--- config.mk ---
export PLATFORM = sky130hd
export DESIGN_NAME = life_ctrl
export DESIGN_NICKNAME = d
export VERILOG_FILES = /design/src/rtl/life_pkg.sv /design/src/rtl/life_debounce.sv /design/src/rtl/life_ctrl.sv
export SDC_FILE = /design/constraint.sdc
export NUM_CORES = 1
export LEC_CHECK = 0
export CAP_MARGIN = 10
export CELL_PAD_IN_SITES_DETAIL_PLACEMENT = 2
export CELL_PAD_IN_SITES_GLOBAL_PLACEMENT = 2
export CORE_MARGIN = 2
export CORE_UTILIZATION = 35
export CTS_BUF_LIST = sky130_fd_sc_hd__clkbuf_16
export CTS_CLUSTER_DIAMETER = 80
export DETAILED_ROUTE_END_ITERATION = 8
export PLACE_DENSITY = 0.81
export SYNTH_ARGS = -nofsm -noshare
export SYNTH_HDL_FRONTEND = slang
export SYNTH_SLANG_ARGS = --single-unit
export TNS_END_PERCENT = 50
--- constraint.sdc ---
create_clock -name clk -period 4.08 [get_ports clk]
set_input_delay 0.612 -clock clk [delete_from_list [all_inputs] [get_ports clk]]
set_output_delay 0.612 -clock clk [all_outputs]
set_load 0.02 [all_outputs]
--- src/rtl/life_pkg.sv ---
// Shared constants for the life control slice: FSM state encoding, key indices, scan widths.
// Pure definitions; no timing, no backpressure.
package life_pkg;
   localparam int DEF_LOG2X = 3;
   localparam int DEF_LOG2Y = 3;
   localparam int CNT_W     = DEF_LOG2X + DEF_LOG2Y;

   localparam int NUM_KEYS  = 6;
   localparam int KEY_FLIP  = 0;
   localparam int KEY_DOWN  = 1;
   localparam int KEY_UP    = 2;
   localparam int KEY_LEFT  = 3;
   localparam int KEY_RIGHT = 4;
   localparam int KEY_RUN   = 5;

   typedef enum logic [1:0] {
      EDIT = 2'd0,
      ARM  = 2'd1,
      PASS = 2'd2,
      GAP  = 2'd3
   } state_t;
endpackage

--- src/rtl/life_debounce.sv ---
// Synchronises and debounces N active-low buttons into one-clock press pulses.
// Latency: 2 sync clocks + 1..2 sample periods + 1 clock; no backpressure, releases emit nothing.
module life_debounce #(
   parameter int N       = 6,
   parameter int DEB_DIV = 16384
) (
   input  logic         core_clk,
   input  logic         arst_n,
   input  logic [N-1:0] btn_n,
   output logic [N-1:0] pulse
);
   localparam int DW = $clog2(DEB_DIV);
   localparam logic [DW-1:0] DIV_LAST = DW'(DEB_DIV - 1);

   logic [DW-1:0] div;
   logic [N-1:0]  sync1, sync2, last_smp, stable;

   always_ff @(posedge core_clk or negedge arst_n) begin
      if (!arst_n) begin
         div      <= '0;
         sync1    <= '0;
         sync2    <= '0;
         last_smp <= '0;
         stable   <= '0;
         pulse    <= '0;
      end else begin
         sync1 <= ~btn_n;
         sync2 <= sync1;
         div   <= (div == DIV_LAST) ? '0 : div + 1'b1;
         pulse <= '0;
         if (div == DIV_LAST) begin
            last_smp <= sync2;
            // a key's level only moves where this sample agrees with the previous one
            stable   <= (sync2 & ~(sync2 ^ last_smp)) | (stable & (sync2 ^ last_smp));
            pulse    <= sync2 & last_smp & ~stable;
         end
      end
   end
endmodule

--- src/rtl/life_ctrl.sv ---
// Scan timing (prescaler, cell counter, row select) and run/edit pacing for the bit-serial life core.
// nxt_bit is valid in the tick cycle of the shown cell; generations always complete a full ring.
module life_ctrl
   import life_pkg::*;
#(
   parameter int X          = 8,
   parameter int Y          = 8,
   parameter int LOG2X      = DEF_LOG2X,
   parameter int LOG2Y      = DEF_LOG2Y,
   parameter int PRESCALE   = 256,
   parameter int DEB_DIV    = 16384,
   parameter int GAP_PASSES = 15
) (
   input  logic                   clk,
   input  logic                   reset,
   input  logic [5:0]             btn_n,
   output logic [LOG2X+LOG2Y-1:0] cnt,
   output logic                   nxt_bit,
   output logic [Y-1:0]           row_sel,
   output logic                   key_flip,
   output logic                   key_down,
   output logic                   key_up,
   output logic                   key_left,
   output logic                   key_right,
   output logic                   running
);
   localparam int CW = LOG2X + LOG2Y;
   localparam int PW = $clog2(PRESCALE);
   localparam int GW = (GAP_PASSES > 1) ? $clog2(GAP_PASSES) : 1;
   localparam logic [CW-1:0] CNT_LAST = CW'(X * Y - 1);
   localparam logic [PW-1:0] PRE_LAST = PW'(PRESCALE - 1);
   localparam logic [PW-1:0] PRE_PREV = PW'(PRESCALE - 2);
   localparam logic [GW-1:0] GAP_LAST = GW'(GAP_PASSES - 1);

   logic [PW-1:0]       pre;
   logic                tick;
   logic                wrap;
   logic [NUM_KEYS-1:0] key_pls;
   logic                run_req;
   logic                stop_now;
   logic                edit_mode;
   state_t              state;
   logic                stop_pend;
   logic [GW-1:0]       pass_cnt;

   life_debounce #(
      .N       (NUM_KEYS),
      .DEB_DIV (DEB_DIV)
   ) u_debounce (
      .core_clk (clk),
      .arst_n   (reset),
      .btn_n    (btn_n),
      .pulse    (key_pls)
   );

   // tick is registered one count early so it lines up with pre == PRESCALE-1
   always_ff @(posedge clk or negedge reset) begin
      if (!reset) begin
         pre  <= '0;
         tick <= 1'b0;
         cnt  <= '0;
      end else begin
         pre  <= (pre == PRE_LAST) ? '0 : pre + 1'b1;
         tick <= (pre == PRE_PREV);
         if (tick)
            cnt <= (cnt == CNT_LAST) ? '0 : cnt + 1'b1;
      end
   end

   assign wrap = tick && (cnt == CNT_LAST);

   always_comb begin
      row_sel = '0;
      for (int r = 0; r < Y; r++)
         row_sel[r] = (cnt[CW-1:LOG2X] == LOG2Y'(r));
   end

   assign run_req  = key_pls[KEY_RUN];
   // a run press landing on the wrap itself toggles the pending stop before it is acted on
   assign stop_now = stop_pend ^ run_req;

   always_ff @(posedge clk or negedge reset) begin
      if (!reset) begin
         state     <= EDIT;
         stop_pend <= 1'b0;
         pass_cnt  <= '0;
      end else begin
         case (state)
            EDIT: begin
               stop_pend <= 1'b0;
               pass_cnt  <= '0;
               if (run_req)
                  state <= ARM;
            end
            ARM: begin
               if (run_req)
                  state <= EDIT;
               else if (wrap)
                  state <= PASS;
            end
            PASS: begin
               pass_cnt <= '0;
               if (wrap) begin
                  stop_pend <= 1'b0;
                  if (stop_now)
                     state <= EDIT;
                  else if (GAP_PASSES > 0)
                     state <= GAP;
               end else if (run_req) begin
                  stop_pend <= ~stop_pend;
               end
            end
            GAP: begin
               if (wrap) begin
                  stop_pend <= 1'b0;
                  if (stop_now) begin
                     state <= EDIT;
                  end else if (pass_cnt == GAP_LAST) begin
                     pass_cnt <= '0;
                     state    <= PASS;
                  end else begin
                     pass_cnt <= pass_cnt + 1'b1;
                  end
               end else if (run_req) begin
                  stop_pend <= ~stop_pend;
               end
            end
            default: state <= EDIT;
         endcase
      end
   end

   assign edit_mode = (state == EDIT);
   assign nxt_bit   = (state == PASS) && tick;
   assign running   = !edit_mode;
   assign key_flip  = key_pls[KEY_FLIP]  && edit_mode;
   assign key_down  = key_pls[KEY_DOWN]  && edit_mode;
   assign key_up    = key_pls[KEY_UP]    && edit_mode;
   assign key_left  = key_pls[KEY_LEFT]  && edit_mode;
   assign key_right = key_pls[KEY_RIGHT] && edit_mode;
endmodule

==> impl_metrics.csv <==
group,metric,value,unit
layout,seqCellArea,1650,µm²
sta,hold_viol,0,
worst_setup_path,worst_ep_arrival_time,2.10,ns
cts,numCtsBuffers,9,
synth,syn_inst,256,
worst_setup_path,cp-end-kind,"primary output",
synth,synth_top_area_cell,"dfrtp_1",
floorplanning,die_width,96.7,µm
cts,ctsResizeCount,0,
route,drt-total-wl,6780,µm
sta,skew,0.00698,ns
cts,cts_tree,"built",
route,ant_nets,0,
layout,fillers,859,
route,drt_iter0_drc,83,
layout,area_growth,20.2,%
synth,synth_edf_count,0,
cts,cts_hold_buffers,0,
sta,min_period,2.71,ns
layout,multi_input_area,1200,µm²
global_route,track_usage,15.7,%
synth,synth_common_cells,"dfrtp_1 (66), nor2_1 (18), nand3_1 (16)",
synth,synth_area_leaders,"dfrtp_1 (55%), ha_1 (5.0%), mux2_2 (4.5%)",
cts,cts.sinks,66,
sta,rsz0062_at_grt,"false",
power,power_density,404,nW/µm²
sta,setup_tns,0,ns
global_route,grt_pass1_wl,11800,µm
worst_setup_path,path_cells,"nor2_1, and2_1, clkdlybuf4s50_1",
worst_setup_path,critPathKind,"reg -> out",
synth,async_reset_ff_share,100,%
placement,port-buffer-count,28,
synth,synth_nets,276,
sta,finalCritPeriodShare,66.5,%
global_route,overflow,0,
synth,ys_warn_count,0,
synth,yosysMostFrequentCell,"dfrtp_1",
floorplanning,initial_core_util,36.4,%
worst_setup_path,critPathRequiredTime,3.47,ns
cts,clkTransAtPathRegs,0.06,ns
global_route,grt_pass1_vias,2226,
layout,antenna_cells,0,
worst_setup_path,rrSetupSlack,1.94,ns
layout,final_nets,302,
synth,synth-main-ff-cell,"dfrtp_1",
placement,routabilityCongestion,0.691,
floorplanning,rows,33,
layout,finish.utilization,43.8,%
route,wl_per_cell,17.3,µm
cts,clk_latency,0.32,ns
floorplanning,coreArea,8260,µm²
cts,clk_path_buf_depth,2,
worst_setup_path,start_kind,"flip-flop",
synth,ys_seq_elements,66,
worst_setup_path,max_stage_delay,0.60,ns
power,vdd_drop_max,0.236,mV
synth,ys_seq_area_share,54.9,%
sta,tightest_slew,0.975,ns
floorplanning,top_level_ports,29,
worst_setup_path,critical_path.max_fanout,10,
sta,timing.fmax,369,MHz
synth,synth_area_per_cell,11.8,µm²
global_route,antenna_found_initial,0,
floorplanning,die-area,9350,µm²
synth,synth_top_area_share,54.9,%
sta,max-slew-margin-rel,35.0,%
global_route,grt_max_degree,45,
cts,root_buffer,"clkbuf_16",
outcome,status,"finished, final reports clean",
route,via_count,2025,
route,drt-pass1-iter-count,4,
synth,synth_cell_type_count,41,
flow_run,maxCapViolCount,0,
route,viasPerCell,5.17,
sta,slew_viol_final,0,
worst_setup_path,cpMaxStageDelayCell,"clkdlybuf4s50_1",
cts,postCtsSetupBuffers,0,
floorplanning,die-height,96.7,µm
placement,dp_hpwl,4390,µm
power,p_leak,0.00167,µW
sta,setup_viol,0,
worst_hold_path,min_path_type,"reg -> reg",
layout,drive_above_1_share,12.9,%
cts,htreeDepth,3,
route,drcViolationCount,0,
synth,syn_area,3010,µm²
==> placed cells by master (no fill, tap or decap), types with 4 or more instances in the layout <==
master / synthesis / routed
o21ai_0: 4 / 4
nor2_1: 18 / 18
clkdlybuf4s50_1: 0 / 27
xnor2_1: 10 / 10
and2_1: 8 / 8
a31oi_1: 4 / 4
inv_1: 12 / 12
clkbuf_16: 0 / 9
and3_1: 5 / 5
and4_1: 5 / 5
ha_1: 12 / 12
nand2_1: 14 / 14
nand3_1: 16 / 16
clkinvlp_4: 0 / 4
dfrtp_1: 66 / 66
xor2_1: 9 / 9
nor3b_1: 9 / 9
a21oi_1: 4 / 4
mux2_2: 12 / 12
o31ai_1: 4 / 4
nand4_1: 6 / 6
==> layer usage <==
layer  share of wire [%]  vias to the layer above  track usage, %
li1                    -                      942               -
met1                  46                     1050            20.4
met2                  51                       28            26.9
met3                 2.2                        5            2.60
met4                0.84                        0            4.88
met5                   0                        -               0
==> worst max-delay path, delay by kind of cell, from the launching register on <==
family / cells / cell delay, ns
and+or+nand+nor: 2 / 0.68
buffers and inverters: 1 / 0.60
DFF: 1 / 0.50
==> metrics by stage <==
step | hold WS, ns | setup WS, ns | power [µW] | instance area (µm²) | std cells
floorplan | 0.316 | 2.30 | 677 | 3010 | 256
global placement | 0.331 | 1.75 | 698 | 3310 | 376
detailed placement | 0.338 | 1.67 | 700 | 3310 | 376
CTS | 0.359 | 1.30 | 1480 | 3620 | 392
global route | 0.368 | 1.22 | 1510 | 3620 | 392
finish | 0.352 | 1.37 | 1460 | 3620 | 392
==> cell families (layout without fill, tap and decap cells) <==
family                     after synthesis  in the layout  share of synthesized area, %
adders and majority gates               12             12                          4.99
AOI/OAI and AO/OA                       25             25                          5.66
muxes                                   13             13                          4.86
and+or+nand+nor                         94             94                          18.4
buffers and inverters                   26             57                          5.11
DFF                                     66             66                          54.9
xor gates and xnor gates                20             20                          6.07
==> sequential cells by signal, indices dropped and copies added (netlist names), named ones only <==
register	flops
cnt	6
u_debounce.last_smp	6
pass_cnt	4
u_debounce.sync1	6
pre	8
u_debounce.div	14
u_debounce.sync2	6
tick	1
state	2
stop_pend	1
u_debounce.pulse	6
==> final cells by class <==
cell class,instances,share of cell area [%]
well taps,105,3.63
repair buffers,29,7.82
inverters,12,1.25
clock buffers,9,6.23
clock inverters,7,2.14
flip-flops and latches,66,45.7
multi-input cells,164,33.3
==> report_power, final <==
part	internal, µW	switching (µW)
logic	7.39	15.1
clock network	476	300
registers	661	3.60
total	1140	319
==> final timing paths <==
check                                     from                  end  cells after the start
hold reg to reg            u_debounce.sync1[4]  u_debounce.sync2[4]                      0
min in group asynchronous                reset  u_debounce.sync1[0]                      1
setup reg to reg             u_debounce.div[0]            flip-flop                      5
hold / removal             u_debounce.sync1[4]  u_debounce.sync2[4]                      0
setup / recovery                      state[1]             key_left                      3
max in group asynchronous                reset             state[0]                      2
Power figures use the tool's default switching activity.
